## src/rtl/serial_full_adder.sv

```systemverilog
// Bit-serial adder: one full-adder cell walks the operands LSB first and keeps
// the ripple carry in a register between cycles.

module full_adder (
   input  logic a_i,
   input  logic b_i,
   input  logic ci_i,
   output logic s_o,
   output logic co_o
);
   assign s_o  = a_i ^ b_i ^ ci_i;
   assign co_o = (a_i & b_i) | (ci_i & (a_i ^ b_i));
endmodule

module serial_full_adder #(
   parameter int Width = 16
) (
   input  logic             clk_i,
   input  logic             rst_ni,
   input  logic             in_valid_i,
   output logic             in_ready_o,
   input  logic [Width-1:0] a_i,
   input  logic [Width-1:0] b_i,
   input  logic             ci_i,
   output logic             out_valid_o,
   input  logic             out_ready_i,
   output logic [Width-1:0] sum_o,
   output logic             co_o
);
   localparam int CntW = (Width > 1) ? $clog2(Width) : 1;
   localparam logic [CntW-1:0] CntLast = CntW'(Width - 1);

   typedef enum logic [1:0] {
      ST_IDLE = 2'd0,
      ST_RUN  = 2'd1,
      ST_DONE = 2'd2
   } state_t;

   state_t            state_q, state_d;
   logic [Width-1:0]  a_q, a_d;
   logic [Width-1:0]  b_q, b_d;
   logic [Width-1:0]  sum_q, sum_d;
   logic              carry_q, carry_d;
   logic [CntW-1:0]   cnt_q, cnt_d;
   logic              fa_s;
   logic              fa_co;

   full_adder u_full_adder (
      .a_i  (a_q[0]),
      .b_i  (b_q[0]),
      .ci_i (carry_q),
      .s_o  (fa_s),
      .co_o (fa_co)
   );

   // Handshakes: a transfer happens on a rising edge where valid and ready are
   // both high; ready/valid here decode state only, and data is held while valid.
   assign in_ready_o  = (state_q == ST_IDLE);
   assign out_valid_o = (state_q == ST_DONE);
   assign sum_o       = sum_q;
   assign co_o        = carry_q;

   always_comb begin
      state_d = state_q;
      a_d     = a_q;
      b_d     = b_q;
      sum_d   = sum_q;
      carry_d = carry_q;
      cnt_d   = cnt_q;
      case (state_q)
         ST_IDLE: begin
            if (in_valid_i) begin
               a_d     = a_i;
               b_d     = b_i;
               carry_d = ci_i;
               cnt_d   = '0;
               state_d = ST_RUN;
            end
         end
         ST_RUN: begin
            // New sum bit enters at the MSB so bit 0 lands at position 0 last.
            sum_d            = sum_q >> 1;
            sum_d[Width-1]   = fa_s;
            a_d              = a_q >> 1;
            b_d              = b_q >> 1;
            carry_d          = fa_co;
            cnt_d            = cnt_q + CntW'(1);
            if (cnt_q == CntLast) begin
               state_d = ST_DONE;
            end
         end
         ST_DONE: begin
            if (out_ready_i) begin
               state_d = ST_IDLE;
            end
         end
         default: state_d = ST_IDLE;
      endcase
   end

   always_ff @(posedge clk_i or negedge rst_ni) begin
      if (!rst_ni) begin
         state_q <= ST_IDLE;
         a_q     <= '0;
         b_q     <= '0;
         sum_q   <= '0;
         carry_q <= 1'b0;
         cnt_q   <= '0;
      end else begin
         state_q <= state_d;
         a_q     <= a_d;
         b_q     <= b_d;
         sum_q   <= sum_d;
         carry_q <= carry_d;
         cnt_q   <= cnt_d;
      end
   end
endmodule

```

## config.mk

```make
export PLATFORM = sky130hd
export DESIGN_NAME = serial_full_adder
export DESIGN_NICKNAME = d
export VERILOG_FILES = /design/src/rtl/serial_full_adder.sv
export SDC_FILE = /design/constraint.sdc
export NUM_CORES = 1
export LEC_CHECK = 0
export CORE_MARGIN = 2
export CORE_UTILIZATION = 54
export CTS_CLUSTER_SIZE = 40
export DETAILED_ROUTE_END_ITERATION = 8
export PLACE_DENSITY = 0.95
export SLEW_MARGIN = 20
export SYNTH_ARGS = -nofsm -noshare
export SYNTH_HDL_FRONTEND = slang
export SYNTH_SLANG_ARGS = --single-unit
export TNS_END_PERCENT = 1
```

## constraint.sdc

```tcl
create_clock -name clk_i -period 2.6 [get_ports clk_i]
set_clock_uncertainty 0.1 [all_clocks]
set_input_delay 0.26 -clock clk_i [delete_from_list [all_inputs] [get_ports clk_i]]
set_output_delay 0.26 -clock clk_i [all_outputs]
set_load 0.005 [all_outputs]
```

### After elaboration in Yosys (flattened, before gate mapping)

Index checks and enable logic that the tools add are counted.

| word-level totals | value |
|---|---|
| register bits after elaboration | 55 |
| input bits | 37 |

| operators by class | value |
|---|---|
| bitwise logic cells | 5 |
| add/subtract/negate cells | 1 |
| reduce and logical (&&, ||, !) cells | 4 |
| eq/ne operators | 6 |
| mux-type cells | 12 |

Operator list:

| cell | number |
|---|---|
| 16-bit one-hot mux with 2 select lines | 2 |
| 16-bit 2-to-1 mux | 2 |
| 4-bit one-hot mux with 2 select lines | 1 |
| 2-bit 2-to-1 mux | 3 |
| 2-bit one-hot mux with 3 select lines | 1 |
| 4-bit by 1-bit adder with 4-bit output (second input constant) | 1 |
| 4-bit == test (second input constant) | 1 |
| 4-bit 2-to-1 mux | 1 |
| 2-bit inequality test (second input constant) | 2 |
| 3-bit AND reduction | 1 |
| 1-bit bitwise AND | 2 |
| 2-bit by 1-bit == test with 1-bit output (second input constant) | 1 |
| 2-bit == test (second input constant) | 1 |
| 2-bit logical NOT | 1 |
| 2-bit by 1-bit inequality test with 1-bit output (second input constant) | 1 |
| 1-bit one-hot mux with 2 select lines | 1 |
| 2-bit AND reduction | 1 |
| 2-bit nonzero test | 1 |
| 1-bit bitwise XOR | 2 |
| 1-bit 2-to-1 mux | 1 |
| 1-bit bitwise OR | 1 |

### Logic depth before layout (Yosys ltp)

Gate-level depths: netlist (run 1).

| logic depth | value |
|---|---|
| word-level depth | 4 |
| mapped depth | 6 |

### Hierarchy

From an unflattened synthesis (run 1), not the netlist that was laid out.

| unflattened totals | value |
|---|---|
| cell total of the unflattened synthesis | 244 |
| area, all modules | 2448.6 µm² |

By module, submodules not included:

| module | times used | area an instance (µm²) | cells each |
|---|---|---|---|
| serial_full_adder | 1 | 2428.6 | 243 |
| full_adder | 1 | 20.0 | 1 |

### Worst setup path after synthesis (run 1)

Ideal clock, no wire load.

| path | value |
|---|---|
| path kind | register to register |
| start | reg carry_q (netlist: co_o) |
| end | reg carry_q (netlist: co_o) |
| library setup time | 0.130 ns |
| cell stages (with the launch flop) | 4 |
| path buffers | 0 |
| data arrival time | 1.040 ns |
| data required time | 2.370 ns |
| setup slack | 1.329 ns |
| path through | dfrtp_1 > fa_1 > a22oi_1 > o21ai_0 |

| between the ends | value |
|---|---|
| cells in the longest elaborated chain, start to end | 3 |

RTL lines:

| element | RTL line | source |
|---|---|---|
| start: declaration | 43 | `logic carry_q, carry_d;` |
| start signal: assignment | 114 | `carry_q <= carry_d;` |
| 1-bit bitwise AND | 12 | `assign co_o = (a_i & b_i) \| (ci_i & (a_i ^ b_i));` |
| 1-bit bitwise OR | 12 |  |
| 1-bit one-hot mux with 2 select lines | 70 | `case (state_q)` |

No other way between the ends.
A chain may end at the register's enable or synchronous reset.

### Worst setup path in the final report (run 1)

| path | value |
|---|---|
| start | reg state_q[1] |
| end | out out_valid_o |

| between the ends | value |
|---|---|
| cells in the longest elaborated chain, start to end | 1 |

RTL lines:

| element | RTL line | source |
|---|---|---|
| start: declaration | 39 | `state_t state_q, state_d;` |
| start signal: assignment | 110 | `state_q <= state_d;` |
| 2-bit == test | 59 | `assign out_valid_o = (state_q == ST_DONE);` |
| end: declaration | 25 | `output logic out_valid_o,` |

No other way between the ends.

==> results of run 1 <==
==> logic make-up after synthesis <==
kind of cell	Yosys count	synth area share
simple gates	93	0.155
compound gates	82	0.214
buf+inv	21	0.0728
mux	1	0.00394
flops	55	0.541
fa+ha+maj	2	0.0128
==> cells in the mapped netlist (2+ instances only) <==
cell      instances  area [um2]
nor2b_1          12        75.1
dfrtp_1          55        1380
buf_4             3        22.5
o21ai_1          26         130
a22oi_2           3        37.5
a22oi_1          29         218
nand3_1           2        10.0
a21oi_1          10        50.1
buf_6            10         113
nor2_1            2        7.51
nand2_1          73         274
o21ai_0           8        40.0
clkbuf_1          2        7.51
buf_2             3        15.0
==> final cells by class <==
| cell class | count | area share |
|---|---|---|
| Sequential cell | 55 | 0.437 |
| Multi-Input combinational cell | 178 | 0.312 |
| Timing Repair Buffer | 66 | 0.200 |
| Clock buffer | 5 | 0.0218 |
| Tap cell | 52 | 0.0207 |
| Clock inverter | 3 | 0.00635 |
| Inverter | 2 | 0.00238 |
==> power by group <==
group          internal (mW)  leakage (nW)  switching, mW
registers               1.17         0.716          0.268
clock network          0.188        0.0402          0.284
logic                  0.545         0.622          0.466
total                   1.90          1.38           1.02
==> stage by stage <==
step                instances  cell area (um2)  hold slack [ps]
finish                    361             3150              391
global route              361             3150              422
CTS                       361             3150              393
detailed placement        352             3050              258
global placement          352             3050              260
floorplan                 254             2540             -136
==> sequential cells by signal, indices dropped and copies added (netlist names) <==
name,count
co_o,1
cnt_q,4
sum_o,16
b_q,16
state_q,2
a_q,16
==> worst max-delay path by stage <==
stage	slack (ps)	end	startpoint	depth (start not counted)
floorplan	1330	co_o$_DFFE_PN0P_	co_o$_DFFE_PN0P_	3
global placement	680	b_q[13]$_DFFE_PN0P_	in_valid_i	4
detailed placement	640	cnt_q[3]$_DFFE_PN0P_	in_valid_i	5
CTS	340	out_valid_o	state_q[1]$_DFFE_PN0P_	2
global route	220	out_valid_o	state_q[1]$_DFFE_PN0P_	2
finish	320	out_valid_o	state_q[1]$_DFFE_PN0P_	2
==> what timing repair did <==
item	CTS	global route
resized for setup	0	0
endpoints found under the hold margin	32	0
hold buffers	1	0
==> layer usage <==
layer  vias up  routed length, um  GRT usage
li1        980                  -          -
met1       986               2310      0.306
met2        74               2740      0.387
met3        11                301     0.0483
met4         0                 97     0.0679
met5         -                  0          0
==> critical path: stages, from the launching register on <==
cell	delay, ps
dfrtp_1	760
nor2b_1	290
clkdlybuf4s50_1	550
==> flow_summary_export.csv, run 1 <==
group,metric,value,unit
status,status,"finished, final reports clean",
layout,finish.net_count,347,
layout,nFillCells,346,
synthesis,syn-mean-instance-area,10.0,um2
synthesis,postSynthCellCount,254,
grt,grt_overflow_total,0,
clock_tree,cts_tree,"built",
timing,slew_headroom,0.501,
synthesis,synth_cell_types,30,
clock_tree,cts_buffer_depth,2,
placement,routabilityCongestion,0.799,
placement,dpl_worst_slack,636,ps
synthesis,synthArstFlopShare,1.00,
detailed_routing,vias,2051,
layout,regArea,1380,um2
timing,setup_violations,0,
timing,tns,0,ps
layout,fin_util,0.709,
grt,grt_max_degree,35,
placement,io_buffers,55,
grt,antenna_found_initial,0,
clock_tree,cts.clk_slew.worst_paths,100,ps
layout,final_cell_mix,"73 x nand2_1, 55 x dfrtp_1, 54 x clkdlybuf4s50_1",
synthesis,yosys_warnings,0,
clock_tree,root_buffer,"clkbuf_8",
floorplan,start_util,0.572,
min_path,hp-start,"sum_o[0]$_DFFE_PN0N_",
timing,finalCriticalPeriod,2280,ps
synthesis,netlist_area,2540,um2
floorplan,dieWidth,72.6,um
grt,grt_pass1_vias,2024,
timing,max_slew.worst_pin.slew,747,ps
layout,area_growth,23.9,%
floorplan,die_area,5280,um2
floorplan,coreArea,4440,um2
detailed_routing,ant_nets,0,
synthesis,synth_seq_area_share,0.541,
clock_tree,clk_latency,310,ps
timing,final_max_slew_viol_count,0,
layout,multi_input_area,982,um2
setup_path,critPathKind,"flop to output port",
flow_run,cap_violations,0,
timing,post-route-period-util,0.876,
placement,dpl.hpwl,3.84,mm
pwr,p_leak,1.38,nW
synthesis,synth_nets,293,
detailed_routing,drt_first_iter_violations,133,
layout,diodes,0,
min_path,hold_end,"sum_o[0]$_DFFE_PN0N_",
clock_tree,postCtsSetupBuffers,0,
clock_tree,cts_htree_levels,2,
layout,layout-drive-gt1-share,0.0841,
timing,hold_viol_final,0,
grt,grtUsageTotal,0.231,
detailed_routing,finalWirelength,5.45,mm
clock_tree,cts_made_buffers,5,
timing,rsz0062_at_grt,"false",
setup_path,r2r_slack,710,ps
setup_path,critPathArrivalTime,1920,ps
floorplan,die_h,72.6,um
setup_path,r2r-start,"state_q[1]$_DFFE_PN0P_",
setup_path,r2r_cells,3,
min_path,hp-class,"flop to flop",
setup_path,endpoint_kind,"output port",
floorplan,io_pins,56,
timing,setup_slack,323,ps
detailed_routing,drc,0,
setup_path,crit-reg2reg-capture,"b_q[10]$_DFFE_PN0P_",
floorplan,std_cell_rows,24,
setup_path,critPathRequiredTime,2240,ps
min_path,hold_depth,2,
synthesis,synth_seq_cells,55,
timing,fmaxAchievable,439,MHz
layout,layout_commonest_cell,"nand2_1",
setup_path,cp-start-kind,"flop",
pwr,p_total,2.92,mW
grt,grt_pass1_wl,9.56,mm
clock_tree,numClockSinks,55,
setup_path,worstPathMaxFanout,19,
detailed_routing,wl_per_cell,15.1,um
detailed_routing,avgViaCountPerCell,5.68,
synthesis,synth_ff_type,"dfrtp_1",
detailed_routing,dr.pass1.iters,4,
synthesis,synth_edf_count,0,
pwr,power_density,926,nW/um2
pwr,ir_worst_vdd,0.431,mV
(Power assumes the default switching activity.)
==> inputs of run 2 (changes only) <==
--- a/config.mk
+++ b/config.mk
@@ -5,8 +5,10 @@
 export SDC_FILE = /design/constraint.sdc
 export NUM_CORES = 1
 export LEC_CHECK = 0
+export CAP_MARGIN = 20
 export CORE_MARGIN = 2
-export CORE_UTILIZATION = 54
+export CORE_UTILIZATION = 56
+export CTS_BUF_LIST = sky130_fd_sc_hd__clkbuf_8
 export CTS_CLUSTER_SIZE = 40
 export DETAILED_ROUTE_END_ITERATION = 8
 export PLACE_DENSITY = 0.95
==> run 2 against run 1 <==
Against the previous run:
- die area fell by 3.4%
- worst hold slack lost 110 ps
- critical path depth grew 1
- clock power rose by 22%
- sequential share of layout area decreased by 0.28 points
- register-to-register slack better by 40 ps
- combinational power about the same
- via count rose by 1.0%
- highest routed layer unchanged
==> flow_summary_export.csv, run 2 (synthesized netlist as in run 1, its figures left out) <==
group,metric,value,unit
status,status,"finished, final reports clean",
layout,area_growth,24.6,%
setup_path,cp-start-kind,"flop",
timing,rsz0062_at_grt,"false",
detailed_routing,avgViaCountPerCell,5.76,
layout,layout_commonest_cell,"nand2_1",
detailed_routing,drc,0,
pwr,p_leak,1.39,nW
detailed_routing,ant_nets,0,
timing,slew_headroom,0.422,
grt,grt_pass1_wl,9.01,mm
timing,final_max_slew_viol_count,0,
timing,finalCriticalPeriod,2010,ps
flow_run,cap_violations,0,
detailed_routing,met2_length,2.66,mm
placement,routabilityCongestion,0.775,
clock_tree,root_buffer,"clkbuf_8",
placement,dpl_worst_slack,588,ps
clock_tree,cts.clk_slew.worst_paths,100,ps
setup_path,r2r_slack,750,ps
clock_tree,clk_latency,310,ps
detailed_routing,vias,2072,
clock_tree,cts_made_buffers,5,
detailed_routing,dr.pass1.iters,4,
layout,final_cell_mix,"73 x nand2_1, 55 x dfrtp_1, 54 x clkdlybuf4s50_1",
clock_tree,cts_htree_levels,2,
setup_path,cpPeakStageDelay,510,ps
pwr,swShare,0.335,
setup_path,slowest_stage,"clkdlybuf4s50_1",
timing,tns,0,ps
min_path,hp-class,"input pin to asynchronous set/reset pin",
timing,fmaxAchievable,498,MHz
detailed_routing,wl_per_cell,14.8,um
setup_path,crit-reg2reg-capture,"b_q[11]$_DFFE_PN0P_",
setup_path,endpoint_kind,"output port",
clock_tree,cts_tree,"built",
timing,max_slew.worst_pin.slew,867,ps
timing,setup_slack,593,ps
grt,grt_pass1_vias,1909,
floorplan,die_area,5100,um2
floorplan,dieWidth,71.4,um
pwr,pwr-share-clk,0.192,
floorplan,io_pins,56,
detailed_routing,drt_first_iter_violations,203,
setup_path,cp_num_buf_inv,2,
setup_path,r2r-start,"state_q[0]$_DFFE_PN0P_",
layout,layout-drive-gt1-share,0.0812,
detailed_routing,wl_met1,2.33,mm
timing,setup_violations,0,
grt,grt_max_degree,28,
floorplan,coreArea,4350,um2
setup_path,critPathRequiredTime,2240,ps
floorplan,start_util,0.584,
setup_path,path_cells,"buf_4, nor2_1, clkdlybuf4s50_1",
setup_path,critPathKind,"flop to output port",
clock_tree,cts-resized-gates,0,
clock_tree,cts_buffer_depth,2,
clock_tree,postCtsSetupBuffers,0,
placement,io_buffers,55,
setup_path,worstPathMaxFanout,27,
grt,antenna_found_initial,0,
pwr,p_seq_frac,0.467,
pwr,switchingPower,1.01,mW
setup_path,critPathArrivalTime,1650,ps
floorplan,die_h,71.4,um
timing,post-route-period-util,0.772,
floorplan,std_cell_rows,24,
pwr,combPwrFrac,0.341,
grt,grtUsageTotal,0.222,
layout,instances_no_fill,360,
pwr,power_density,947,nW/um2
detailed_routing,top_layer,"met4",
pwr,p_total,3.00,mW
layout,finish.net_count,346,
timing,hold_viol_final,0,
grt,grt_overflow_total,0,
pwr,internal_power,2.00,mW
clock_tree,numClockSinks,55,
setup_path,cp_top_family,"buffers and inverters",
detailed_routing,finalWirelength,5.32,mm
placement,dpl.hpwl,3.69,mm
setup_path,r2r_cells,4,
layout,diodes,0,
detailed_routing,wl_met3,286,um
placement,placed_cells,351,
pwr,ir_worst_vdd,0.491,mV
==> run 2: changes by cell type in the layout (fill, tap and decap cells not counted) <==
cell        before  now
buf_4           10    9
bufinv_16        0    1
clkinv_2         1    0
clkinv_4         0    1
clkinvlp_4       2    0
inv_6            0    1
==> run 2: metrics by stage <==
step	hold slack, ps	util	instance area, um2
detailed placement	91.3	0.699	3040
global route	303	0.728	3170
floorplan	-136	-	2540
finish	278	0.728	3170
global placement	83.1	0.699	3040
CTS	289	0.728	3170
==> run 2: power by group through the flow <==
stage / registers (mW) / logic [mW] / clock network (mW)
after floorplan: 1.37 / 0.690 / 0
after global placement: 1.40 / 0.974 / 0
after detailed placement: 1.41 / 1.03 / 0
after CTS: 1.40 / 1.04 / 0.587
after global routing: 1.45 / 1.15 / 0.620
final: 1.40 / 1.02 / 0.576
==> run 2: how the worst max path moves through the flow <==
stage / start / endpoint / slack (ps) / depth (start not counted)
after global placement: in_valid_i / b_q[2]$_DFFE_PN0P_ / 680 / 5
after CTS: state_q[0]$_DFFE_PN0P_ / in_ready_o / 590 / 3
after floorplan: co_o$_DFFE_PN0P_ / co_o$_DFFE_PN0P_ / 1330 / 3
final: state_q[0]$_DFFE_PN0P_ / in_ready_o / 590 / 3
after detailed placement: in_valid_i / b_q[5]$_DFFE_PN0P_ / 590 / 5
after global routing: state_q[0]$_DFFE_PN0P_ / in_ready_o / 510 / 3
==> run 2: metal layers <==
metal  vias to the layer above  global-route usage
li1                        977                   -
met1                      1018               0.324
met2                        71               0.352
met3                         6              0.0450
met4                         0              0.0440
met5                         -                   0
==> run 2: layout make-up <==
type | instances | area, um2
Sequential cell | 55 | 1380
Fill cell | 315 | 1180
Multi-Input combinational cell | 178 | 982
Timing Repair Buffer | 65 | 623
Clock buffer | 5 | 68.8
Tap cell | 52 | 65.1
Clock inverter | 3 | 47.5
Inverter | 2 | 7.51
==> run 2: what timing repair did <==
| action | CTS | global route |
|---|---|---|
| hold endpoints to repair | 14 | 0 |
| hold buffers | 1 | 0 |
| endpoints found under the setup margin | 0 | 0 |
